===== src/rtl/microsequencer.sv =====
// Microprogrammed control unit: writable microstore plus microprogram counter and return stack.
// Outputs are combinational from the state register (zero latency); i_stall freezes state, stack and errors.
module microsequencer #(
    parameter int                SIG_W        = 45,
    parameter int                STATE_W      = 7,
    parameter int                DEPTH        = 64,
    parameter int                NCOND        = 4,
    parameter int                STACK_DEPTH  = 2,
    parameter logic [SIG_W-1:0]  RESET_VECTOR = 45'h4C000008021
) (
    input  logic                       i_clk,
    input  logic                       i_reset,
    input  logic                       i_stall,
    input  logic [STATE_W-1:0]         i_dispatch_addr,
    input  logic [NCOND-1:0]           i_cond_in,
    input  logic                       i_wr_en,
    input  logic [STATE_W-1:0]         i_wr_addr,
    input  logic [SIG_W+STATE_W+6:0]   i_wr_data,
    output logic [SIG_W-1:0]           o_current_state_signals,
    output logic [STATE_W-1:0]         o_active_state,
    output logic [2:0]                 o_seq_err
);

    localparam int WORD_W = SIG_W + STATE_W + 7;
    localparam int MEM_AW = (DEPTH > 1) ? $clog2(DEPTH) : 1;
    localparam int SP_W   = $clog2(STACK_DEPTH + 1);
    localparam int STK_N  = 1 << SP_W;
    localparam logic [STATE_W:0] DEPTH_L = (STATE_W + 1)'(DEPTH);
    localparam logic [SP_W-1:0]  SP_FULL = SP_W'(STACK_DEPTH);

    typedef enum logic [2:0] {
        MODE_INC      = 3'd0,
        MODE_JUMP     = 3'd1,
        MODE_DISPATCH = 3'd2,
        MODE_COND     = 3'd3,
        MODE_CALL     = 3'd4,
        MODE_RET      = 3'd5,
        MODE_WAIT     = 3'd6,
        MODE_FETCH    = 3'd7
    } mode_e;

    logic [WORD_W-1:0]  r_mem   [0:DEPTH-1];
    logic [STATE_W-1:0] r_stack [0:STK_N-1];
    logic [STATE_W-1:0] r_state;
    logic [SP_W-1:0]    r_sp;
    logic [2:0]         r_seq_err;

    logic [WORD_W-1:0]  w_word;
    logic [SIG_W-1:0]   w_sig;
    logic [STATE_W-1:0] w_next_addr;
    mode_e              w_mode;
    logic [2:0]         w_csel;
    logic               w_cinv;
    logic [7:0]         w_cond_vec;
    logic               w_cond;
    logic [STATE_W-1:0] w_inc;
    logic [STATE_W-1:0] w_target;
    logic [STATE_W-1:0] w_next_state;
    logic               w_push;
    logic               w_pop;
    logic               w_ovf;
    logic               w_udf;
    logic               w_bad;

    // r_state is always < DEPTH, so the truncated index never aliases.
    assign w_word      = r_mem[r_state[MEM_AW-1:0]];
    assign w_sig       = w_word[WORD_W-1 -: SIG_W];
    assign w_next_addr = w_word[7 +: STATE_W];
    assign w_mode      = mode_e'(w_word[6:4]);
    assign w_csel      = w_word[3:1];
    assign w_cinv      = w_word[0];

    // Bit 0 is the constant-true select; selects above NCOND read zero.
    always_comb begin
        w_cond_vec            = '0;
        w_cond_vec[NCOND:0]   = {i_cond_in, 1'b1};
    end
    assign w_cond = w_cond_vec[w_csel] ^ w_cinv;

    assign w_inc = r_state + 1'b1;

    always_comb begin
        w_target = w_inc;
        w_push   = 1'b0;
        w_pop    = 1'b0;
        w_ovf    = 1'b0;
        w_udf    = 1'b0;
        case (w_mode)
            MODE_INC:      w_target = w_inc;
            MODE_JUMP:     w_target = w_next_addr;
            MODE_DISPATCH: w_target = i_dispatch_addr;
            MODE_COND:     w_target = w_cond ? w_next_addr : w_inc;
            MODE_CALL: begin
                w_target = w_next_addr;
                if (r_sp == SP_FULL) begin
                    w_ovf = 1'b1;
                end else begin
                    w_push = 1'b1;
                end
            end
            MODE_RET: begin
                if (r_sp == '0) begin
                    w_udf    = 1'b1;
                    w_target = '0;
                end else begin
                    w_pop    = 1'b1;
                    w_target = r_stack[r_sp - 1'b1];
                end
            end
            MODE_WAIT:     w_target = w_cond ? w_inc : r_state;
            MODE_FETCH:    w_target = '0;
        endcase
    end

    assign w_bad        = ({1'b0, w_target} >= DEPTH_L);
    assign w_next_state = w_bad ? '0 : w_target;

    always_ff @(posedge i_clk) begin
        if (i_reset) begin
            r_state   <= '0;
            r_sp      <= '0;
            r_seq_err <= '0;
        end else if (!i_stall) begin
            r_state   <= w_next_state;
            r_seq_err <= r_seq_err | {w_bad, w_udf, w_ovf};
            if (w_push) begin
                r_sp <= r_sp + 1'b1;
            end else if (w_pop) begin
                r_sp <= r_sp - 1'b1;
            end
        end
    end

    always_ff @(posedge i_clk) begin
        if (!i_reset && !i_stall && w_push) begin
            r_stack[r_sp] <= w_inc;
        end
    end

    // Microstore is not reset so it can be loaded while reset is held.
    always_ff @(posedge i_clk) begin
        if (i_wr_en && ({1'b0, i_wr_addr} < DEPTH_L)) begin
            r_mem[i_wr_addr[MEM_AW-1:0]] <= i_wr_data;
        end
    end

    assign o_current_state_signals = i_reset ? RESET_VECTOR : w_sig;
    assign o_active_state          = i_reset ? '0 : r_state;
    assign o_seq_err               = r_seq_err;

endmodule


===== config.mk =====
export PLATFORM = sky130hd
export DESIGN_NAME = microsequencer
export DESIGN_NICKNAME = d
export VERILOG_FILES = /design/src/rtl/microsequencer.sv
export SDC_FILE = /design/constraint.sdc
export NUM_CORES = 2
export LEC_CHECK = 0
export BUFFER_PORTS_ARGS = -buffer_cell sky130_fd_sc_hd__clkbuf_2
export CORE_MARGIN = 2
export CORE_UTILIZATION = 55
export DETAILED_ROUTE_END_ITERATION = 10
export GPL_TIMING_DRIVEN = 0
export PLACE_DENSITY = 0.71
export SYNTH_ARGS = -nofsm -noshare
export SYNTH_HDL_FRONTEND = slang
export SYNTH_SLANG_ARGS = --single-unit

===== constraint.sdc =====
create_clock -name i_clk -period 8.67 [get_ports i_clk]
set_clock_uncertainty 0.15 [all_clocks]
set_input_delay 0.867 -clock i_clk [delete_from_list [all_inputs] [get_ports i_clk]]
set_output_delay 0.867 -clock i_clk [all_outputs]
set_load 0.05 [all_outputs]

Yosys cells after proc, flatten, opt, wreduce, memory -nomap -nowiden
Memories as Yosys holds them, arrays and structs flattened. A register that Yosys moved wholly into a read port is not among the register bits.
Cells that the tools add are included.
{"block": "op_classes", "n_mux": 25, "order_cmp": 3, "reduce_logical": 10, "n_bitwise": 3, "add_sub_neg": 3, "n_eq_ne": 8}
{"operator": "$pmux 7 s7", "count": 1}
{"operator": "$mux 45", "count": 1}
{"operator": "$mux 7", "count": 5}
{"operator": "$mux 1", "count": 13}
{"operator": "$eq 3x3->1 const B", "count": 4}
{"operator": "$mux 6", "count": 2}
{"operator": "$add 7x1->7 const B", "count": 1}
{"operator": "$ge 7x7->1 const B", "count": 1}
{"operator": "$lt 7x7->1 const B", "count": 1}
{"operator": "$eq 3x2->1 const B", "count": 2}
{"operator": "$lt 3x4->1 const B", "count": 1}
{"operator": "$mux 2", "count": 2}
{"operator": "$bmux 1 s3", "count": 1}
{"operator": "$eq 3x1->1 const B", "count": 1}
{"operator": "$logic_and 1x1->1", "count": 3}
{"operator": "$logic_not 3->1", "count": 1}
{"operator": "$or 3x3->3", "count": 1}
{"operator": "$add 2x1->2 const B", "count": 1}
{"operator": "$eq 2x2->1 const B", "count": 1}
{"operator": "$logic_not 1->1", "count": 2}
{"operator": "$logic_not 2->1", "count": 1}
{"operator": "$reduce_and 2->1", "count": 1}
{"operator": "$reduce_bool 2->1", "count": 1}
{"operator": "$reduce_or 2->1", "count": 1}
{"operator": "3 further kinds", "count": 3}
{"block": "totals", "ff_bits": 12, "mem_bits_rw": 3804, "out_inout_bits": 55, "inputBits": 81, "n_memories": 2, "word_cells": 57}
{"name": "r_mem", "words": 64, "word_bits": 59, "rd": 1, "rd_ports_with_merged_regs": 1, "write_ports": 1, "line": "42", "source": "logic [WORD_W-1:0] r_mem [0:DEPTH-1];"}
{"name": "r_stack", "words": 4, "word_bits": 7, "rd": 1, "rd_ports_with_merged_regs": 0, "write_ports": 1, "line": "43", "source": "logic [STATE_W-1:0] r_stack [0:STK_N-1];"}

Depth between registers and ports, before layout
{"block": "logic_depth", "word_depth": 9, "ltp_mapped": 18, "ltp_nobuf": 11}

Worst setup path after synthesis
No wires, ideal clock.
{"block": "synth_timing", "kind": "input -> register", "startpoint": "input i_wr_addr[3]", "endpoint": "memory r_mem[48][0] (netlist bit), enable pin", "path_slack_ns": 0.971, "stages": 4, "setup_ns": 0.622, "arrival_ns": 6.927, "required_time_ns": 7.898, "cell_sequence": "clkbuf_1 > nor2b_1 > nand3_1 > nor4_1"}
{"block": "synth_via", "elab_chain_cells": 4}
{"element": "start, declared", "line": "17", "source": "input logic [STATE_W-1:0] i_wr_addr,"}
{"element": "$lt 7x7->1", "line": "142", "source": "if (i_wr_en && ({1'b0, i_wr_addr} < DEPTH_L)) begin"}
{"element": "$logic_and 1x1->1", "line": "142"}
{"element": "$mux 1", "line": "142"}
{"element": "$mux 1 (not written as such)", "line": "143", "source": "r_mem[i_wr_addr[MEM_AW-1:0]] <= i_wr_data;"}
{"element": "end, declared", "line": "42"}
Parallel ways exist; a longest one is shown, timed or not.

==> reports/results.txt <==
Top post-synthesis cells by count: edfxtp_1 (3804), mux4_2 (1138), clkbuf_1 (160)
Clock latency on the worst-skew pair: 0.97 ns
FILL cells: 16700
Placed inst area: 156000 µm²
First-pass GRT wire length: 565 mm
Async set or reset register ratio after synthesis: 0
Clock Power Share: 0.381
Finished Layout Cells: 10500
Rel. slew slack: 0.0532
Residual DRC: 0
Via count: 73000
Flip-flop and latch count after synthesis: 3822
Met1 GRT Util: 0.426
Critical Path Fanout Max: 10
Internal: 32.2 mW
Status: finished clean
Global routing's busiest layer: met2
Startpoint Class: flip-flop
Synth area leader: edfxtp_1
Row cnt: 189
GRT Total Usage: 0.304
Class of the worst hold path: input port to flip-flop
Die Height: 520 µm
H-tree depth: 5
HPWL after DPL: 264 mm
NumNets Final: 6759
Largest net degree at the start of global routing: 65
Synthesis-to-layout area growth: 15.5%
Antenna viol nets, final: 0
Final period util: 0.998
Syn_area_per_cell: 24.7 µm²
Initial Utilization: 0.552
Top_reg_cell synth: edfxtp_1
Via/cell ratio: 6.93
DP Worst Slack: 0.839 ns
Die Footprint: 270000 µm²
Cells after synthesis: 5911
Fin. Hold Viols: 0
Synth area leaders: edfxtp_1 (78%), mux4_2 (18%), clkbuf_1 (0.41%)
GP Congestion: 0.838
PnR Total Power: 42.9 mW
Switch share: 0.249
TritonCTS clock tree: done
Mapped Area: 146000 µm²
Clock sink total: 3822
CTS Buf Count: 375
Placed Cells: 9824
DRT iter0 DRCs: 13100
Critical Path RT: 7.65 ns
Slew Viols, Final: 0
Initial antenna violation count: 21
PortBufs: 132
Sequential fraction of design power: 0.477
Vias in the first global route: 71800
Achievable frequency: 0.116 GHz
Clock transition at the registers of the reported paths: 0.06 ns
DR pass1 iterations: 6
Setup TNS: 0 ns
Number of synthesized flops with an enable pin: 3804
Routed len/inst: 39.2 µm
Root Driver: clkbuf_16
M3 GR Usage: 0.0796
Worst Setup Path Type: flip-flop to output port
Count leader, synth: edfxtp_1
CTS hold repair buffers: 0
I/O pins: 136
Clock Path Buffers: 4
Hold WS: 0.150 ns
Final setup violation count: 0
Met2 global-route usage: 0.467
Final Cell Area: 169000 µm²
RSZ-0062 raised after global routing: false
Core Region: 265000 µm²
Net Switching: 10.7 mW
Final critical-path required period: 8.65 ns
Cell variety after synth: 72
Fraction of layout cells with a size suffix above 1: 0.328
Crit path arrival time: 7.64 ns
P per Cell Area: 254 nW/µm²
Final wirelength: 413 mm
Worst-Margin Slew: 1.42 ns
Synth warn: 0
Post-route core utilization: 0.637
Die Wd: 520 µm
Sequential area share after synthesis: 0.784
FF+latch area: 115000 µm²
Worst setup EP type: output port
Total of max-cap violations: 0
Logic pwr share: 0.142
Setup ws final: 0.0167 ns
Footprint of the multi-input gates: 30500 µm²
Peak supply drop: 0.231 mV
Synth top area share: 0.781
Overflow after GRT: 0
Lkg Pwr: 51.2 nW
what timing repair did:
| item | CTS | global route |
|---|---|---|
| gates resized for setup | 4 | 11 |
| endpoints found under the hold margin | 0 | 0 |
| buffers inserted | 0 | 0 |
| setup endpoints to repair | 15 | 4 |
layer usage:
metal | up-vias | share of wire
met1 | 38700 | 0.36
met3 | 994 | 0.13
li1 | 27300 | -
met5 | - | 0.00014
met4 | 8 | 0.046
met2 | 5914 | 0.47
registers in the layout (all words and copies together) (netlist names), named ones only:
signal and count:
r_mem 3776, r_stack 28, r_state 7, o_seq_err 3
r_sp 2
cells in the final DEF (no fill, tap or decap), types with 36 or more instances in the layout:
master | synthesis | final
clkinv_2 | 0 | 73
buf_6 | 8 | 44
mux2i_1 | 58 | 58
buf_12 | 4 | 165
nor2_4 | 1 | 60
clkbuf_16 | 0 | 377
clkinv_1 | 0 | 81
buf_2 | 93 | 108
a211oi_1 | 38 | 37
bufinv_16 | 0 | 40
edfxtp_1 | 3804 | 3804
mux4_2 | 1138 | 1138
clkbuf_2 | 0 | 145
nor2b_1 | 62 | 62
a21oi_1 | 39 | 39
a22oi_1 | 60 | 60
clkbuf_1 | 160 | 204
nor2_1 | 95 | 36
nand2_1 | 41 | 41
area by class of cell:
class | instances | share of cell area
Clock inverter | 241 | 0.0152
Tap cell | 3533 | 0.0262
Inverter | 11 | 0.000245
Buffer | 320 | 0.00936
Clock buffer | 442 | 0.0573
Antenna cell | 12 | 0.000178
Sequential cell | 3822 | 0.679
Timing Repair Buffer | 380 | 0.0320
Multi-Input combinational cell | 1763 | 0.181
power by group through the flow:
stage / Clock (mW) / Combinational [mW] / Sequential, mW
2_1_floorplan: 0 / 3.89 / 20.8
3_3_place_gp: 0 / 5.87 / 20.9
3_5_place_dp: 0 / 5.99 / 20.9
4_1_cts: 16.4 / 6.05 / 20.5
5_1_grt: 17.1 / 6.33 / 20.5
6_report: 16.3 / 6.09 / 20.5
cells by family after synthesis:
| group | after synthesis | share of synthesized area |
|---|---|---|
| AO/OA/AOI/OAI | 224 | 0.0113 |
| XOR/XNOR | 6 | 0.000359 |
| adder cells (fa/ha/maj) | 7 | 0.000565 |
| buffers and inverters | 332 | 0.0107 |
| flip-flops | 3822 | 0.784 |
| multiplexers | 1215 | 0.182 |
| other | 1 | 0.0000257 |
| AND/OR/NAND/NOR | 304 | 0.0108 |
worst paths after layout:
kind / from / end / slack (ns) / depth (start not counted)
setup / recovery: flip-flop / o_current_state_signals[2] / 0.02 / 12
hold / removal: i_wr_data[58] / r_mem[62][58] / 0.15 / 1
hold reg to reg: o_seq_err[2] / o_seq_err[2] / 0.30 / 2
setup reg to reg: flip-flop / flip-flop / 1.95 / 17
worst max-delay path: stages (launching register included):
cell	delay, ns
dfxtp_1	0.30
buf_2	0.31
buf_2	0.38
buf_2	0.46
buf_2	0.55
buf_1	0.90
clkbuf_1	0.69
clkdlybuf4s15_1	1.02
mux4_2	0.44
mux4_2	0.53
mux4_2	0.46
nor2b_1	0.26
clkbuf_2	0.34
Power figures use the tool's default switching activity.
